`src/rtl/lc3_cc_bank.sv`:
```
// LC-3 condition-code unit: N/Z/P flags, registered BEN, and a LIFO of saved flags for interrupt nesting.
// Optional sticky overflow/underflow flags with err_clr are enabled by defining LC3_CC_STACK_ERR_EN.
module lc3_cc_bank #(
    parameter int WIDTH    = 16,
    parameter int DEPTH    = 4,
    parameter int COND_LSB = 9
) (
    input  logic                         clk,
    input  logic                         rst,
    input  logic [WIDTH-1:0]             main_bus,
    input  logic [WIDTH-1:0]             IR,
    input  logic                         LDCC,
    input  logic                         LDBEN,
    input  logic                         LDPSR,
    input  logic [2:0]                   psr_nzp,
    input  logic                         cc_push,
    input  logic                         cc_pop,
    output logic [2:0]                   nzp,
    output logic                         BEN,
    output logic [$clog2(DEPTH+1)-1:0]   cc_depth,
    output logic                         cc_full,
`ifdef LC3_CC_STACK_ERR_EN
    input  logic                         err_clr,
    output logic                         cc_ovf,
    output logic                         cc_udf,
`endif
    output logic                         cc_empty
);

    localparam int DW = $clog2(DEPTH + 1);
    localparam int AW = (DEPTH > 1) ? $clog2(DEPTH) : 1;
    localparam logic [DW-1:0] FULL_C  = DW'(DEPTH);
    localparam logic [DW-1:0] EMPTY_C = DW'(0);
    localparam logic [DW-1:0] ONE_C   = DW'(1);

    // Classify a bus value into one-hot {N,Z,P}.
    function automatic logic [2:0] classify(input logic [WIDTH-1:0] value);
        logic n_v;
        logic z_v;
        n_v = value[WIDTH-1];
        z_v = (value == {WIDTH{1'b0}});
        return {n_v, z_v, ~n_v & ~z_v};
    endfunction

    logic [2:0]    nzp_r;
    logic          ben_r;
    logic [DW-1:0] depth_r;
    logic          full_r;
    logic          empty_r;
    logic [2:0]    stack_r [DEPTH];

    logic          push_req_s;
    logic          pop_req_s;
    logic          push_ok_s;
    logic          pop_ok_s;
    logic [DW-1:0] depth_m1_s;
    logic [AW-1:0] wr_idx_s;
    logic [AW-1:0] rd_idx_s;
    logic [2:0]    nzp_nx_s;
    logic [DW-1:0] depth_nx_s;
    logic          ben_nx_s;
    logic [2:0]    ir_cond_s;

    // A simultaneous push and pop cancels both; legality gates against full/empty.
    always_comb begin
        push_req_s = cc_push & ~cc_pop;
        pop_req_s  = cc_pop & ~cc_push;
        push_ok_s  = push_req_s & (depth_r != FULL_C);
        pop_ok_s   = pop_req_s & (depth_r != EMPTY_C);
        depth_m1_s = depth_r - ONE_C;
        wr_idx_s   = depth_r[AW-1:0];
        rd_idx_s   = depth_m1_s[AW-1:0];
        ir_cond_s  = IR[COND_LSB+2:COND_LSB];
        ben_nx_s   = |(ir_cond_s & nzp_r);
    end

    // Next flags: legal pop beats PSR write, which beats bus classification.
    always_comb begin
        nzp_nx_s = nzp_r;
        if (pop_ok_s) begin
            nzp_nx_s = stack_r[rd_idx_s];
        end else if (LDPSR) begin
            nzp_nx_s = psr_nzp;
        end else if (LDCC) begin
            nzp_nx_s = classify(main_bus);
        end else begin
            nzp_nx_s = nzp_r;
        end
    end

    // Next stack depth.
    always_comb begin
        depth_nx_s = depth_r;
        if (push_ok_s) begin
            depth_nx_s = depth_r + ONE_C;
        end else if (pop_ok_s) begin
            depth_nx_s = depth_m1_s;
        end else begin
            depth_nx_s = depth_r;
        end
    end

    // Flag, BEN and depth registers; full/empty are registered from the next depth.
    always_ff @(posedge clk) begin
        if (rst) begin
            nzp_r   <= 3'b010;
            ben_r   <= 1'b0;
            depth_r <= EMPTY_C;
            full_r  <= 1'b0;
            empty_r <= 1'b1;
        end else begin
            nzp_r   <= nzp_nx_s;
            ben_r   <= LDBEN ? ben_nx_s : ben_r;
            depth_r <= depth_nx_s;
            full_r  <= (depth_nx_s == FULL_C);
            empty_r <= (depth_nx_s == EMPTY_C);
        end
    end

    // Stack storage is deliberately not reset; depth alone marks entries valid.
    always_ff @(posedge clk) begin
        if (!rst && push_ok_s) begin
            stack_r[wr_idx_s] <= nzp_r;
        end
    end

`ifdef LC3_CC_STACK_ERR_EN
    logic ovf_r;
    logic udf_r;

    // Sticky error flags; a new violation takes precedence over err_clr.
    always_ff @(posedge clk) begin
        if (rst) begin
            ovf_r <= 1'b0;
            udf_r <= 1'b0;
        end else begin
            if (push_req_s && (depth_r == FULL_C)) begin
                ovf_r <= 1'b1;
            end else if (err_clr) begin
                ovf_r <= 1'b0;
            end
            if (pop_req_s && (depth_r == EMPTY_C)) begin
                udf_r <= 1'b1;
            end else if (err_clr) begin
                udf_r <= 1'b0;
            end
        end
    end

    assign cc_ovf = ovf_r;
    assign cc_udf = udf_r;
`endif

    assign nzp      = nzp_r;
    assign BEN      = ben_r;
    assign cc_depth = depth_r;
    assign cc_full  = full_r;
    assign cc_empty = empty_r;

endmodule

```
`config.mk`:
```
export PLATFORM = sky130hd
export DESIGN_NAME = lc3_cc_bank
export DESIGN_NICKNAME = d
export VERILOG_FILES = /design/src/rtl/lc3_cc_bank.sv
export SDC_FILE = /design/constraint.sdc
export NUM_CORES = 1
export LEC_CHECK = 0
export CORE_MARGIN = 4
export CORE_UTILIZATION = 43
export DETAILED_ROUTE_END_ITERATION = 8
export HOLD_SLACK_MARGIN = 0.02
export PLACE_DENSITY = 0.81
export SETUP_SLACK_MARGIN = 0.02
export SYNTH_ARGS = -nofsm -noshare
export SYNTH_HDL_FRONTEND = slang
export SYNTH_SLANG_ARGS = --single-unit
```
`constraint.sdc`:
```
create_clock -name clk -period 3.25 [get_ports clk]
set_input_delay 0.65 -clock clk [delete_from_list [all_inputs] [get_ports clk]]
set_output_delay 0.65 -clock clk [all_outputs]
set_load 0.01 [all_outputs]
```
==> impl_metrics.csv, run 1 <==
group,metric,value,unit
clock_tree,cts_tree,"yes",
setup_path,arrival,1.55,ns
global_route,grt_pass1_wl,3910,µm
power_and_ir_drop,pwr-share-comb,38.0,%
setup_path,critPathMaxStageDelay,0.63,ns
hold_path,hp-start,"BEN",
die,start_util,44.5,%
routing,drc,0,
sta,period_needed,2.20,ns
clock_tree,clk_latency,0.30,ns
power_and_ir_drop,p_int,0.523,mW
clock_tree,clock_path_buffers,2,
power_and_ir_drop,p_per_area,507,mW/mm²
placement,port_buffers,37,
layout,fin_cells,159,
clock_tree,clock-sinks,21,
placement,place_hpwl,1920,µm
power_and_ir_drop,vdd_drop_max,0.397,mV
setup_path,cp_data_required_time,2.60,ns
sta,setup_ws,1.05,ns
sta,tns,0,ns
hold_path,hp-class,"register to register",
routing,vias,853,
placement,dp.cells,155,
routing,wire_per_inst,15.1,µm
yosys,synth_fa_ha_area_share,5.73,%
sta,fmaxAchievable,454,MHz
clock_tree,post-cts-setup-buffers,0,
sta,rsz0062_at_grt,"no",
routing,routed_wl,2400,µm
layout,nFillCells,201,
clock_tree,clk_pin_slew,0.11,ns
yosys,synth_nets,138,
clock_tree,ctsHoldBuffers,0,
sta,hold_viol,0,
die,dieArea,0.00341,mm²
routing,via_per_inst,5.36,
yosys,syn_area,0.00109,mm²
sta,fin_worst_skew,0.00277,ns
layout,final_common_cell,"clkdlybuf4s50_1",
die,rows,18,
clock_tree,cts_root_buffer,"clkbuf_4",
global_route,grt_max_degree,13,
layout,n_antenna_cell,0,
yosys,synth_top_family_by_area,"simple AND/OR/NAND/NOR gates",
sta,period_share,67.8,%
clock_tree,numCtsBuffers,3,
setup_path,crit_fanout,11,
setup_path,start_kind,"register",
power_and_ir_drop,power.share.sequential,46.0,%
sta,whs,0.521,ns
placement,dpl_worst_slack,1.08,ns
yosys,yosysUniqueCellTypes,36,
yosys,avgSynthCellArea,12.0,µm²
die,core-area,0.00245,mm²
setup_path,rrSetupSlack,1.18,ns
setup_path,r2r_cells,5,
setup_path,cpLargestDelayFamily,"buffers and inverters",
routing,drtPass1Iterations,4,
setup_path,reg2reg_to,"stack_r[3][1]",
sta,relSlewSlack,69.7,%
power_and_ir_drop,p_sw_share,31.3,%
routing,drt_iter0_markers,22,
layout,syn2layout_area_growth,37.5,%
yosys,yosysSeqAreaShare,49.5,%
hold_path,min_to,"BEN",
power_and_ir_drop,p_leak,0.575,nW
die,fp.dieW,58.4,µm
setup_path,cp_num_buf_inv,1,
placement,place.gp.congestion,0.778,
layout,nets,177,
sta,finalMaxSlewViolations,0,
status,status,"finished, final reports clean",
global_route,grt-ovfl-total,0,
setup_path,regToRegStartpoint,"cc_depth[0]",
yosys,synth_compound_area_share,11.8,%
setup_path,end_kind,"output port",
die,ios,51,
yosys,yosys.area_share.xor_xnor,0,%
layout,drive_above_1_share,10.1,%
die,die_h,58.4,µm
yosys,synth-simple-area-share,21.5,%
setup_path,slowest_stage,"clkdlybuf4s50_1",
global_route,grt_antenna_before_repair,0,
global_route,gr-usage-all-layers,15.2,%
sta,tightest_slew,0.454,ns
clock_tree,cts_resized,0,
yosys,yosys_warnings,0,
job,drv_cap,0,
yosys,synthMuxAreaShare,8.02,%
layout,layout_common_cells,"clkdlybuf4s50_1 (37), edfxtp_1 (12), dfxtp_1 (9), and3_1 (7), nor2_1 (7)",
yosys,postSynthCellCount,91,
routing,drtAntennaViolNets,0,
clock_tree,h-tree-depth,1,
hold_path,hold_depth,2,
yosys,synth.ff_latch_count,21,
power_and_ir_drop,power.clock.fraction,16.0,%
global_route,grt_pass1_vias,820,
power_and_ir_drop,switchingPower,0.238,mW
setup_path,crit_chain,"clkdlybuf4s50_1",
sta,final-setup-viol-count,0,
setup_path,critPathKind,"register to output port",
==> how the worst max path moves through the flow <==
stage | startpoint | to | cells after the start
2_1_floorplan | cc_depth[0] | cc_full | 6
3_3_place_gp | cc_push | stack_r[3][2] | 4
3_5_place_dp | cc_push | stack_r[3][1] | 4
4_1_cts | cc_depth[0] | cc_depth[0] | 1
5_1_grt | cc_depth[0] | cc_depth[0] | 1
6_report | cc_depth[0] | cc_depth[0] | 1
==> cell usage after synthesis, drive strengths merged <==
cell type | n | area [µm²]
a211oi | 4 | 30.0
a21oi | 3 | 15.0
a221oi | 2 | 23.8
a222oi | 1 | 10.0
a311oi | 1 | 15.0
and2 | 2 | 15.0
and2b | 1 | 7.51
and3 | 7 | 43.8
and4b | 1 | 10.0
buf | 2 | 22.5
clkbuf | 1 | 3.75
dfxtp | 9 | 180
edfxtp | 12 | 360
ha | 5 | 62.6
inv | 3 | 11.3
mux2i | 2 | 20.0
mux4 | 3 | 67.6
nand2 | 4 | 15.0
nand2b | 3 | 26.3
nand3 | 1 | 5.00
nand4 | 1 | 6.26
nor2 | 7 | 26.3
nor2b | 2 | 15.0
nor4 | 6 | 37.5
nor4b | 1 | 15.0
o21a | 1 | 7.51
o21ai | 2 | 10.0
o21ba | 1 | 10.0
o31ai | 1 | 7.51
or2 | 2 | 12.5
==> sequential cells by signal (all words and copies together) (netlist names) <==
signal / flops
nzp: 3
stack_r: 12
cc_empty: 1
BEN: 1
cc_depth: 3
cc_full: 1
==> worst register-to-register path, cell delays in order (launching register included) <==
cell and delay [ns]:
dfxtp_1 0.62, inv_1 0.18, ha_1 0.29, nand2_1 0.17
and2_1 0.23, and3_1 0.28
==> layout make-up <==
cell class,count,area (µm²),share of cell area (%)
Timing Repair Buffer,37,370,24.7
Sequential cell,21,541,36.0
Clock inverter,1,5.00,0.333
Clock buffer,3,22.5,1.50
Tap cell,30,37.5,2.50
Inverter,3,11.3,0.750
Multi-Input combinational cell,64,514,34.2
==> through the flow <==
step	cell area (µm²)	power, mW	utilization [%]
2_1_floorplan	1090	0.533	-
3_3_place_gp	1470	0.639	60.0
3_5_place_dp	1470	0.646	60.0
4_1_cts	1500	0.768	61.2
5_1_grt	1500	0.811	61.2
6_report	1500	0.762	61.2
==> power by group through the flow <==
stage	sequential [mW]	clock [mW]	combinational [mW]
final	0.350	0.122	0.289
after global routing	0.356	0.136	0.319
after CTS	0.351	0.126	0.291
after detailed placement	0.357	0	0.289
after global placement	0.355	0	0.284
after floorplan	0.355	0	0.178
==> routing by layer <==
layer	share of wire [%]	track usage, %
met3	3.8	3.95
met2	51	24.7
met4	0.92	3.97
met5	0	0
met1	44	20.3
==> logic make-up after synthesis <==
group	after synthesis
buffers and inverters	6
AND/OR/NAND/NOR	38
AO/OA/AOI/OAI	16
flip-flops	21
multiplexers	5
adder cells (fa/ha/maj)	5
Power figures use the tool's default switching activity.
==> inputs of run 2 (changes only) <==
--- a/config.mk
+++ b/config.mk
@@ -6,10 +6,10 @@
 export NUM_CORES = 1
 export LEC_CHECK = 0
 export CORE_MARGIN = 4
-export CORE_UTILIZATION = 43
+export CORE_UTILIZATION = 36
 export DETAILED_ROUTE_END_ITERATION = 8
 export HOLD_SLACK_MARGIN = 0.02
-export PLACE_DENSITY = 0.81
+export PLACE_DENSITY = 0.72
 export SETUP_SLACK_MARGIN = 0.02
 export SYNTH_ARGS = -nofsm -noshare
 export SYNTH_HDL_FRONTEND = slang
==> constraint.sdc (replaced) <==
create_clock -name clk -period 1.9 [get_ports clk]
set_input_delay 0.38 -clock clk [delete_from_list [all_inputs] [get_ports clk]]
set_output_delay 0.38 -clock clk [all_outputs]
set_load 0.01 [all_outputs]
==> run 2 against run 1 <==
Net effect: power grew 76%; flip-flop and latch count is the same; via count grew 1.5%; wire length grew 13%; count of clock-buffer cells in the layout is the same; clock power grew 77%; core utilization shrank 7.0 points; register-to-register slack lost 0.98 ns; final cell count grew 3.1%; sequential share of layout area shrank 0.73 points; critical path type unchanged.
==> impl_metrics.csv, run 2 (synthesized netlist as in run 1, its figures left out) <==
group,metric,value,unit
die,die_h,63.1,µm
layout,syn2layout_area_growth,40.3,%
sta,relSlewSlack,78.3,%
routing,drtAntennaViolNets,0,
clock_tree,cts_tree,"yes",
setup_path,start_kind,"register",
sta,finalMaxSlewViolations,0,
layout,regMostFlops,"stack_r",
setup_path,cp_data_required_time,1.52,ns
placement,place.gp.congestion,0.846,
die,fp.dieW,63.1,µm
sta,period_needed,1.80,ns
routing,vias,866,
hold_path,hold_depth,2,
routing,drc,0,
sta,tns,0,ns
global_route,grt_pass1_vias,857,
global_route,grt_pass1_wl,4400,µm
hold_path,min_to,"BEN",
die,core-area,0.00283,mm²
layout,final_common_cell,"clkdlybuf4s50_1",
routing,routed_wl,2730,µm
routing,via_per_inst,5.28,
setup_path,crit_fanout,10,
clock_tree,clock_path_buffers,2,
clock_tree,numCtsBuffers,3,
die,dieArea,0.00398,mm²
setup_path,rrSetupSlack,0.20,ns
clock_tree,h-tree-depth,1,
setup_path,end_kind,"output port",
hold_path,hp-start,"BEN",
setup_path,arrival,1.42,ns
global_route,grt_antenna_before_repair,0,
sta,hold_viol,0,
power_and_ir_drop,p_leak,0.595,nW
sta,period_share,94.5,%
layout,nets,181,
clock_tree,post-cts-setup-buffers,0,
sta,tightest_slew,0.326,ns
power_and_ir_drop,p_total,1.34,mW
power_and_ir_drop,p_per_area,877,mW/mm²
clock_tree,cts_root_buffer,"clkbuf_4",
global_route,grt-ovfl-total,0,
sta,fmaxAchievable,557,MHz
layout,drive_above_1_share,12.8,%
clock_tree,clock-sinks,21,
routing,drt_iter0_markers,31,
setup_path,regToRegStartpoint,"cc_depth[0]",
routing,drtPass1Iterations,5,
status,status,"finished, final reports clean",
hold_path,hp-class,"register to register",
global_route,grt_max_degree,13,
sta,fin_worst_skew,0.00909,ns
clock_tree,clk_pin_slew,0.12,ns
sta,final-setup-viol-count,0,
placement,port_buffers,37,
routing,wire_per_inst,16.6,µm
clock_tree,clk_latency,0.31,ns
die,start_util,38.6,%
global_route,gr-usage-all-layers,14.1,%
placement,place_hpwl,2170,µm
sta,rsz0062_at_grt,"no",
clock_tree,cts_resized,0,
layout,largest_reg_flops,12,
job,drv_cap,0,
die,rows,19,
clock_tree,ctsHoldBuffers,0,
setup_path,r2r_cells,5,
die,ios,51,
power_and_ir_drop,vdd_drop_max,0.397,mV
setup_path,reg2reg_to,"cc_full",
layout,layout_common_cells,"clkdlybuf4s50_1 (37), edfxtp_1 (12), dfxtp_1 (9), and3_1 (7), nor2_1 (7)",
layout,n_antenna_cell,0,
setup_path,critPathKind,"register to output port",
## run 2: worst max path at each step
stage                      startpoint       endpoint  slack (ns)  cells after the start
after floorplan           cc_depth[0]        cc_full        0.13                      6
after global placement        cc_push  stack_r[3][1]        0.04                      4
after detailed placement      cc_push  stack_r[3][1]       0.004                      4
after CTS                 cc_depth[0]    cc_depth[0]        0.08                      2
after global routing      cc_depth[0]    cc_depth[0]        0.02                      2
final                     cc_depth[0]    cc_depth[0]        0.10                      2
## run 2: cell type report
cell class | instances | area [µm²]
clock buffers | 3 | 22.5
multi-input cells | 64 | 514
flip-flops and latches | 21 | 541
clock inverters | 1 | 5.00
inverters | 3 | 11.3
well taps | 31 | 38.8
fillers | 250 | 1300
repair buffers | 41 | 400
## run 2: layer usage
metal  GRT usage [%]  routed length, µm  vias to the layer above
met3            4.44                127                        2
met5               0                  0                        -
met2            23.7               1440                       20
met1            18.0               1150                      408
li1                -                  -                      436
met4            1.93                  8                        0
## run 2: power by group
part | switching (mW) | total [mW] | leakage (nW) | internal [mW]
registers | 0.0353 | 0.574 | 0.184 | 0.539
logic | 0.255 | 0.554 | 0.394 | 0.299
clock network | 0.137 | 0.216 | 0.0177 | 0.0786
## run 2: through the flow
stage | area [µm²] | instances | util (%) | setup slack (ns) | hold slack (ns)
floorplan | 1090 | 91 | - | 0.130 | 0.476
global placement | 1510 | 160 | 53.2 | 0.0445 | 0.495
detailed placement | 1510 | 160 | 53.2 | 0.00411 | 0.497
CTS | 1530 | 164 | 54.2 | 0.0808 | 0.520
global route | 1530 | 164 | 54.2 | 0.0209 | 0.544
finish | 1530 | 164 | 54.2 | 0.104 | 0.519
## run 2: worst max-delay path: stages (launching register included)
cell,delay [ns]
dfxtp_1,0.35
buf_4,0.20
clkdlybuf4s50_1,0.56
==> inputs of run 3 (changes only) <==
--- a/config.mk
+++ b/config.mk
@@ -11,6 +11,7 @@
 export HOLD_SLACK_MARGIN = 0.02
 export PLACE_DENSITY = 0.72
 export SETUP_SLACK_MARGIN = 0.02
+export SLEW_MARGIN = 20
 export SYNTH_ARGS = -nofsm -noshare
 export SYNTH_HDL_FRONTEND = slang
 export SYNTH_SLANG_ARGS = --single-unit
==> results of run 3 <==
Same layout as run 2: the final DEF is identical, and so are final timing and power.
